**config.mk**
```make
export PLATFORM = sky130hd
export DESIGN_NAME = result_drain
export DESIGN_NICKNAME = d
export VERILOG_FILES = /design/src/rtl/result_drain.sv
export SDC_FILE = /design/constraint.sdc
export NUM_CORES = 2
export LEC_CHECK = 0
export ABC_CLOCK_PERIOD_IN_PS = 43300
export CAP_MARGIN = 20
export CORE_MARGIN = 1.5
export CORE_UTILIZATION = 44
export CTS_BUF_LIST = sky130_fd_sc_hd__clkbuf_4
export CTS_CLUSTER_DIAMETER = 50
export DETAILED_ROUTE_END_ITERATION = 10
export RECOVER_POWER = 50
export SYNTH_ARGS = -nofsm -noshare
export SYNTH_HDL_FRONTEND = slang
export SYNTH_SLANG_ARGS = --single-unit
```
**constraint.sdc**
```tcl
create_clock -name Clk -period 43.3 [get_ports Clk]
set_input_delay 12.99 -clock Clk [delete_from_list [all_inputs] [get_ports Clk]]
set_output_delay 12.99 -clock Clk [all_outputs]
set_load 0.005 [all_outputs]
```
**src/rtl/result_drain.sv**
```systemverilog
// result_drain: consumer at the tail of the systolic result shift chain.
// Sequences one chain load followed by exactly CHAIN_LEN shift cycles,
// applies optional per-lane ReLU to each row leaving the chain and buffers
// the rows in a small FIFO with a valid/ready interface downstream.
module result_drain #(
  parameter int DATA_WIDTH = 8,
  parameter int CHAIN_LEN  = 4,
  parameter int FIFO_DEPTH = 8
) (
  input  logic                      Clk,
  input  logic                      rst,
  input  logic                      drain_start,
  input  logic                      relu_en,
  input  logic [4*DATA_WIDTH-1:0]   ChainIn_0,
  input  logic [4*DATA_WIDTH-1:0]   ChainIn_1,
  input  logic [4*DATA_WIDTH-1:0]   ChainIn_2,
  input  logic [4*DATA_WIDTH-1:0]   ChainIn_3,
  output logic                      ResultCapture,
  output logic                      drain_busy,
  output logic                      drain_done,
  output logic                      err_overrun,
  output logic [16*DATA_WIDTH-1:0]  out_data,
  output logic                      out_valid,
  input  logic                      out_ready
);

  localparam int ROW_W = 16 * DATA_WIDTH;
  localparam int LANES = 16;
  localparam int PTR_W = (FIFO_DEPTH > 1) ? $clog2(FIFO_DEPTH) : 1;
  localparam int CNT_W = $clog2(FIFO_DEPTH + 1);
  localparam int SH_W  = (CHAIN_LEN > 1) ? $clog2(CHAIN_LEN) : 1;

  localparam logic [SH_W-1:0]  SH_LAST   = SH_W'(CHAIN_LEN - 1);
  // A drain may only begin when at most this many entries are occupied,
  // because the chain cannot be paused once it starts shifting.
  localparam logic [CNT_W-1:0] CNT_LIMIT = CNT_W'(FIFO_DEPTH - CHAIN_LEN);

  typedef enum logic [2:0] {
    S_IDLE,
    S_WAIT,
    S_LOAD,
    S_SHIFT,
    S_DONE
  } state_t;

  state_t                state;
  logic [SH_W-1:0]       shift_cnt;

  logic [ROW_W-1:0]      fifo_mem [FIFO_DEPTH];
  logic [PTR_W-1:0]      wr_ptr;
  logic [PTR_W-1:0]      rd_ptr;
  logic [CNT_W-1:0]      count;

  logic [ROW_W-1:0]      raw_row;
  logic [ROW_W-1:0]      relu_row;
  logic                  push;
  logic                  pop;
  logic                  space_ok;

  assign raw_row   = {ChainIn_3, ChainIn_2, ChainIn_1, ChainIn_0};
  assign push      = (state == S_SHIFT);
  assign out_valid = (count != '0);
  assign pop       = out_valid && out_ready;
  assign space_ok  = (count <= CNT_LIMIT);
  assign out_data  = fifo_mem[rd_ptr];

  // Zero every lane whose two's-complement sign bit is set when ReLU is on.
  always_comb begin
    relu_row = raw_row;
    for (int i = 0; i < LANES; i++) begin
      if (relu_en && raw_row[i*DATA_WIDTH + DATA_WIDTH - 1]) begin
        relu_row[i*DATA_WIDTH +: DATA_WIDTH] = '0;
      end
    end
  end

  // Drain sequencer with registered control outputs.
  always_ff @(posedge Clk or posedge rst) begin
    if (rst) begin
      state         <= S_IDLE;
      shift_cnt     <= '0;
      ResultCapture <= 1'b0;
      drain_busy    <= 1'b0;
      drain_done    <= 1'b0;
    end else begin
      drain_done <= 1'b0;
      case (state)
        S_IDLE: begin
          if (drain_start) begin
            drain_busy <= 1'b1;
            if (space_ok) state <= S_LOAD;
            else          state <= S_WAIT;
          end
        end
        S_WAIT: begin
          if (space_ok) state <= S_LOAD;
        end
        S_LOAD: begin
          state         <= S_SHIFT;
          shift_cnt     <= '0;
          ResultCapture <= 1'b1;
        end
        S_SHIFT: begin
          shift_cnt <= shift_cnt + SH_W'(1);
          if (shift_cnt == SH_LAST) begin
            state         <= S_DONE;
            ResultCapture <= 1'b0;
            drain_busy    <= 1'b0;
            drain_done    <= 1'b1;
          end
        end
        S_DONE: begin
          state <= S_IDLE;
        end
        default: begin
          state         <= S_IDLE;
          ResultCapture <= 1'b0;
          drain_busy    <= 1'b0;
        end
      endcase
    end
  end

  // Sticky flag for a drain request that arrives while a drain is in flight.
  always_ff @(posedge Clk or posedge rst) begin
    if (rst) begin
      err_overrun <= 1'b0;
    end else if (drain_start && (state != S_IDLE)) begin
      err_overrun <= 1'b1;
    end
  end

  // Output FIFO storage and pointers; push and pop may happen together.
  always_ff @(posedge Clk or posedge rst) begin
    if (rst) begin
      for (int i = 0; i < FIFO_DEPTH; i++) begin
        fifo_mem[i] <= '0;
      end
      wr_ptr <= '0;
      rd_ptr <= '0;
      count  <= '0;
    end else begin
      if (push) begin
        fifo_mem[wr_ptr] <= relu_row;
        wr_ptr           <= wr_ptr + PTR_W'(1);
      end
      if (pop) begin
        rd_ptr <= rd_ptr + PTR_W'(1);
      end
      case ({push, pop})
        2'b10:   count <= count + CNT_W'(1);
        2'b01:   count <= count - CNT_W'(1);
        default: count <= count;
      endcase
    end
  end

endmodule

```
; After elaboration in Yosys (flattened, before gate mapping)
; Cells that the tools add are included.
[word_totals]
word_cells = 104
in_bits = 133
register_bits = 1043
[classes]
bitwise = 4
addsub = 5
n_eq_ne = 10
mux = 35
order_cmp = 4
reduce_logical = 29
[ops]
columns = op, count
row1 = $bwmux 1024, 1
row2 = $bmux 128 s3, 1
row3 = $demux 128 s3, 1
row4 = $mux 128, 3
row5 = $mux 8, 16
row6 = $logic_and 1x1->1, 19
row7 = $pmux 3 s4, 1
row8 = $mux 3, 3
row9 = $ge 4x4->1 const B, 2
row10 = $not 3->4, 2
row11 = $pmux 4 s2, 1
row12 = $add 3x1->3 const B, 2
row13 = $eq 3x2->1 const B, 2
row14 = $pmux 1 s3, 2
row15 = $reduce_and 3->1, 2
row16 = $reduce_or 3->1, 2
row17 = $add 4x1->4 const B, 1
row18 = $eq 2x2->1 const B, 2
row19 = $le 4x3->1 const B, 1
row20 = $lt 4x1->1 const B, 1
row21 = $mux 1, 4
row22 = $ne 2x2->1 const B, 2
row23 = $pmux 2 s2, 1
row24 = $reduce_bool 2->1, 2
row25 = other kinds (12), 13

; Depth between registers and ports, before layout
[depth]
ltp_word = 6
mapped_depth = 10
mapped_depth_nobuf = 9

; Worst setup path after synthesis
; No wires, ideal clock.
[synth_path]
path_kind = register -> output
start = reg rd_ptr[0]
end = out out_data[0]
path_buffers = 3
stages_incl_launch_ff = 6
slack_ns = 28.578
arrival_time_ns = 1.732
required_time_ns = 30.310
cell_sequence = dfrtp_1 > clkbuf_1 > buf_2 > buf_2 > mux4_2 > mux2_2
[synth_via]
elab_chain_len = 4
[synth_rtl]
columns = element, line
row1 = from (decl), 51  ; logic [PTR_W-1:0] rd_ptr;
row2 = from (signal assigned), 148  ; rd_ptr <= rd_ptr + PTR_W'(1);
row3 = $not 3->4 (implied by the code), 65  ; assign out_data = fifo_mem[rd_ptr];
row4 = $bmux 128 s3, 65
row5 = $mux 128 (implied by the code) (2 in a row), 65
row6 = to (decl), 22  ; output logic [16*DATA_WIDTH-1:0] out_data,
; Every way passes these cells. The select of a mux whose other input is x is not followed.

==> results list <==
- The floorplan step set the die width to 323 microns.
- The average instance in the mapped netlist occupies between 10 and 15 sq um.
- Post-synth EDFFs: 0
* Combinational family with the most area after synthesis: multiplexers
- The final number of max-transition violations is 148.
- At the pin with the least slew margin, the transition time is 5.11 ns.
* TritonCTS buffer count: 297
- Number of sinks on the clock net: around 1000
- Subtracting the final worst setup slack from the clock period gives between 15 and 20 ns.
- The highest layer touched by signal routing is met5.
- Kind of launch point of the worst setup path: input port
- Cells after Synth: around 4000
- The die covers 104000 sq um.
* Cell types with the largest area share after synthesis: sky130_fd_sc_hd__dfrtp_1 (58%), sky130_fd_sc_hd__mux4_2 (13%), sky130_fd_sc_hd__nand2_1 (9.7%), sky130_fd_sc_hd__o21ai_0 (8.6%), sky130_fd_sc_hd__mux2_2 (3.3%)
* Placed cell area: 48300 sq um
* Commonest non-fill, non-tap cell in the layout: sky130_fd_sc_hd__nand2_1
- Mux share of post-synthesis cell area: 0.161
- The synthesized design spends more area on one cell type than any other, namely sky130_fd_sc_hd__dfrtp_1.
* Number of remaining DRC errors: 0
* Post-route worst setup slack: roughly 25 ns
- Timing analysis after detailed placement gives a worst setup slack of 25.64 ns.
- After global routing the overflow that remains totals 0.
* Status: complete, but fails checks
* Critical path fanouts, max: 176
- Total nets after synthesis: a little over 4000
- The number of antenna violations at the first check in global routing came to 9.
* Finished Layout Cells: ~6000
- During synthesis, Yosys emitted a total of 0 warnings.
- In this run the vertical extent of the chip is 323 microns.
- In the final layout, flip-flops and latches occupy around 26000 sq um.
* Violated checks: capacitance limit, slew limit
* Number of global-route vias before repair: 32000
* Most used cells in the layout excluding fill and tap cells: sky130_fd_sc_hd__nand2_1 (1163), sky130_fd_sc_hd__dfrtp_1 (1040), sky130_fd_sc_hd__o21ai_0 (1027)
- Combined area of the multi-input logic cells: 17300 sq um
- Across all layers, the routed design uses 30400 vias.
- Of the synthesized area, sequential elements account for 0.580.
* Peak ir drop on the vdd network: between 40 and 50 uV
- The layout has 9426 filler cells.
- Of the total synthesized cell area, the portion taken by full adders, half adders and majority gates is 0.00211.
- Routed wire length per instance: 18.7 microns
- During placement, the flow inserted port buffers numbering 265.
- TritonCTS built the clock tree.
- Classification of the worst-slack hold path: register to register
- After synthesis the netlist holds a flip-flop and latch count of 1043.
* Fraction of registers with async set or reset after synthesis: 1.00
- GRT Overall Usage: 0.219
- Once the clock tree was built, the resizer swapped 0 gates to a different size.
- Worst EP required: 44.38 ns
- The analysis attributes to cell leakage a power of about 0.024 uW.
- Including well taps, the total number of placed cells is approximately 5400.
* Kind of critical path: input port to async pin
- Summing all non-filler instances in the final layout gives an area of 51800 sq um.
* Distinct cell type count after synthesis: 36
- Derived from the worst setup path, the maximum achievable clock frequency is 0.0536 GHz.
* Mean number of vias per cell: 5.18
- Summed over all layers, the routed wires come to 110 mm.
* Clock input transition at the sequential cells of the worst setup and hold paths: 0.06 ns
* Largest net degree at the start of global routing: 177
* Setup Fix Bufs, Post-CTS: 0
- Skew-Pair Late Insertion Delay: between 1 and 1.5 ns
* Max-cap viol count: 2
* Hold buffer count at cts: 0
- The first TritonRoute pass finished after 5 iterations.
* Post-layout net count: 4451
* Initial core utilization: 0.443
- Wire length of the first global-routing pass: approximately 180 mm
* Tcrit/Tclk final: 0.431
* Endpoints failing setup: 0
- The detailed router put a total of 49.1 mm of wire on met1.
- The detail route stage leaves a number of antenna-violating nets equal to 0.
- Power comes to 4270 uW.
* Hpwl dp: approximately 63 mm
- For this design the top-level I/O count stands at between 200 and 300.
- In this run the core area contains 117 standard-cell rows.
- Cell chosen for the clock root: sky130_fd_sc_hd__clkbuf_4
* Cell area power density: around 82 nW/um^2
- The longest clock path from root to sink contains 4 buffers.
* RSZ-0062 raised after global routing: no
- Placeable core area: 102000 sq um
* Simple-gate portion of the synthesized area: 0.103
* Data arrival at the endpoint of the critical path: 19.74 ns
- Worst-case headroom to the max-slew limit: -2.41
- Fraction of layout instances using a drive strength above 1: 0.198
- The H-tree generated during clock tree synthesis spans 5 levels.
* Crit path capture type: async pin
- The most used flip-flop cell after synthesis is sky130_fd_sc_hd__dfrtp_1.
* Maximum clock skew at final layout: 0.0924 ns
- Summed over all failing endpoints, the final setup total negative slack is 0 ns.
- The final count of hold timing violations is 0.
- Synthesized-area fraction occupied by ao, oa, aoi and oai cells: 0.118
- The congestion estimate from routability-driven global placement came to 0.739.
- Wire length on met2: 53.1 mm
- Of the total synthesized cell area, the portion taken by XOR and XNOR cells is 0.00136.
- Proportion of netlist area held by the largest area contributor: 0.580
- Area added between synthesis and finish: 15.2%
- The first routing iteration left 1679 violations.
* Post-Syn Area: 45000 sq um
* DR WL met3: 5.38 mm
## area by class of cell
cell class                 instances  share of cell area
clock inverter                    55             0.00572
timing repair buffer             313              0.0595
multi-input combinational       2649               0.334
tap                             1368              0.0330
antenna                            6            0.000290
inverter                           7            0.000531
clock buffer                     432              0.0626
sequential                      1043               0.504
## cell families (layout without fill, tap and decap cells)
| family | count (synthesis) | in the layout |
|---|---|---|
| fa+ha+maj | 7 | 7 |
| mux | 387 | 387 |
| buf+inv | 312 | 807 |
| simple gates | 1209 | 1209 |
| flops | 1043 | 1043 |
| compound gates | 1039 | 1039 |
| other cells | 0 | 6 |
| xor+xnor | 7 | 7 |
## state kept, by name, indices dropped and copies added, names as in the netlist, 2 cells and up
register / cells
wr_ptr: 3
fifo_mem: 1024
shift_cnt: 2
rd_ptr: 3
count: 4
state: 3
## per-layer routing
metal,GRT usage,vias up
li1,-,14700
met1,0.288,15000
met2,0.355,543
met3,0.0517,193
met4,0.0819,12
met5,0,-
## critical path, stage by stage
cell	delay, ns
sky130_fd_sc_hd__dlygate4sd3_1	0.55
sky130_fd_sc_hd__clkinvlp_2	2.75
sky130_fd_sc_hd__buf_12	0.61
sky130_fd_sc_hd__buf_4	0.84
sky130_fd_sc_hd__buf_4	0.77
sky130_fd_sc_hd__buf_12	0.70
## worst paths after layout
check                      slack [ns]   startpoint  depth (start not counted)            end
min in group asynchronous       13.81          rst                          2  fifo_mem[920]
min reg2reg                      0.47  err_overrun                          1    err_overrun
min                              0.47  err_overrun                          1    err_overrun
max in group Clk                25.19    rd_ptr[0]                          5   out_data[85]
max reg2reg                     39.89     state[2]                          5   fifo_mem[76]
max                             24.65          rst                          6  fifo_mem[215]
## report_power, final
| group | total, uW | internal (uW) | leakage [uW] | switching (uW) |
|---|---|---|---|---|
| logic | 1720 | 906 | 0.00833 | 813 |
| clock network | 872 | 471 | 0.00214 | 401 |
| registers | 1680 | 1430 | 0.0130 | 249 |
## Yosys cell counts (all sizes together) (2+ instances only)
master and n:
a21oi 5, and2 3, and3 2, buf 161
clkbuf 144, dfrtp 1043, ha 6, inv 7
mux2 130, mux4 256, nand2 1165, nand2b 18
nand3 3, nor2 7, nor3 3, o21a 4
o21ai 1028, or3b 2, xnor2 4, xor2 3
## metrics by stage
stage | hold slack [ns] | util
floorplan | 0.444 | -
global placement | 0.454 | 0.475
detailed placement | 0.454 | 0.476
CTS | 0.470 | 0.510
global route | 0.491 | 0.510
finish | 0.467 | 0.510
No activity file was read; power rests on OpenSTA's default activity.
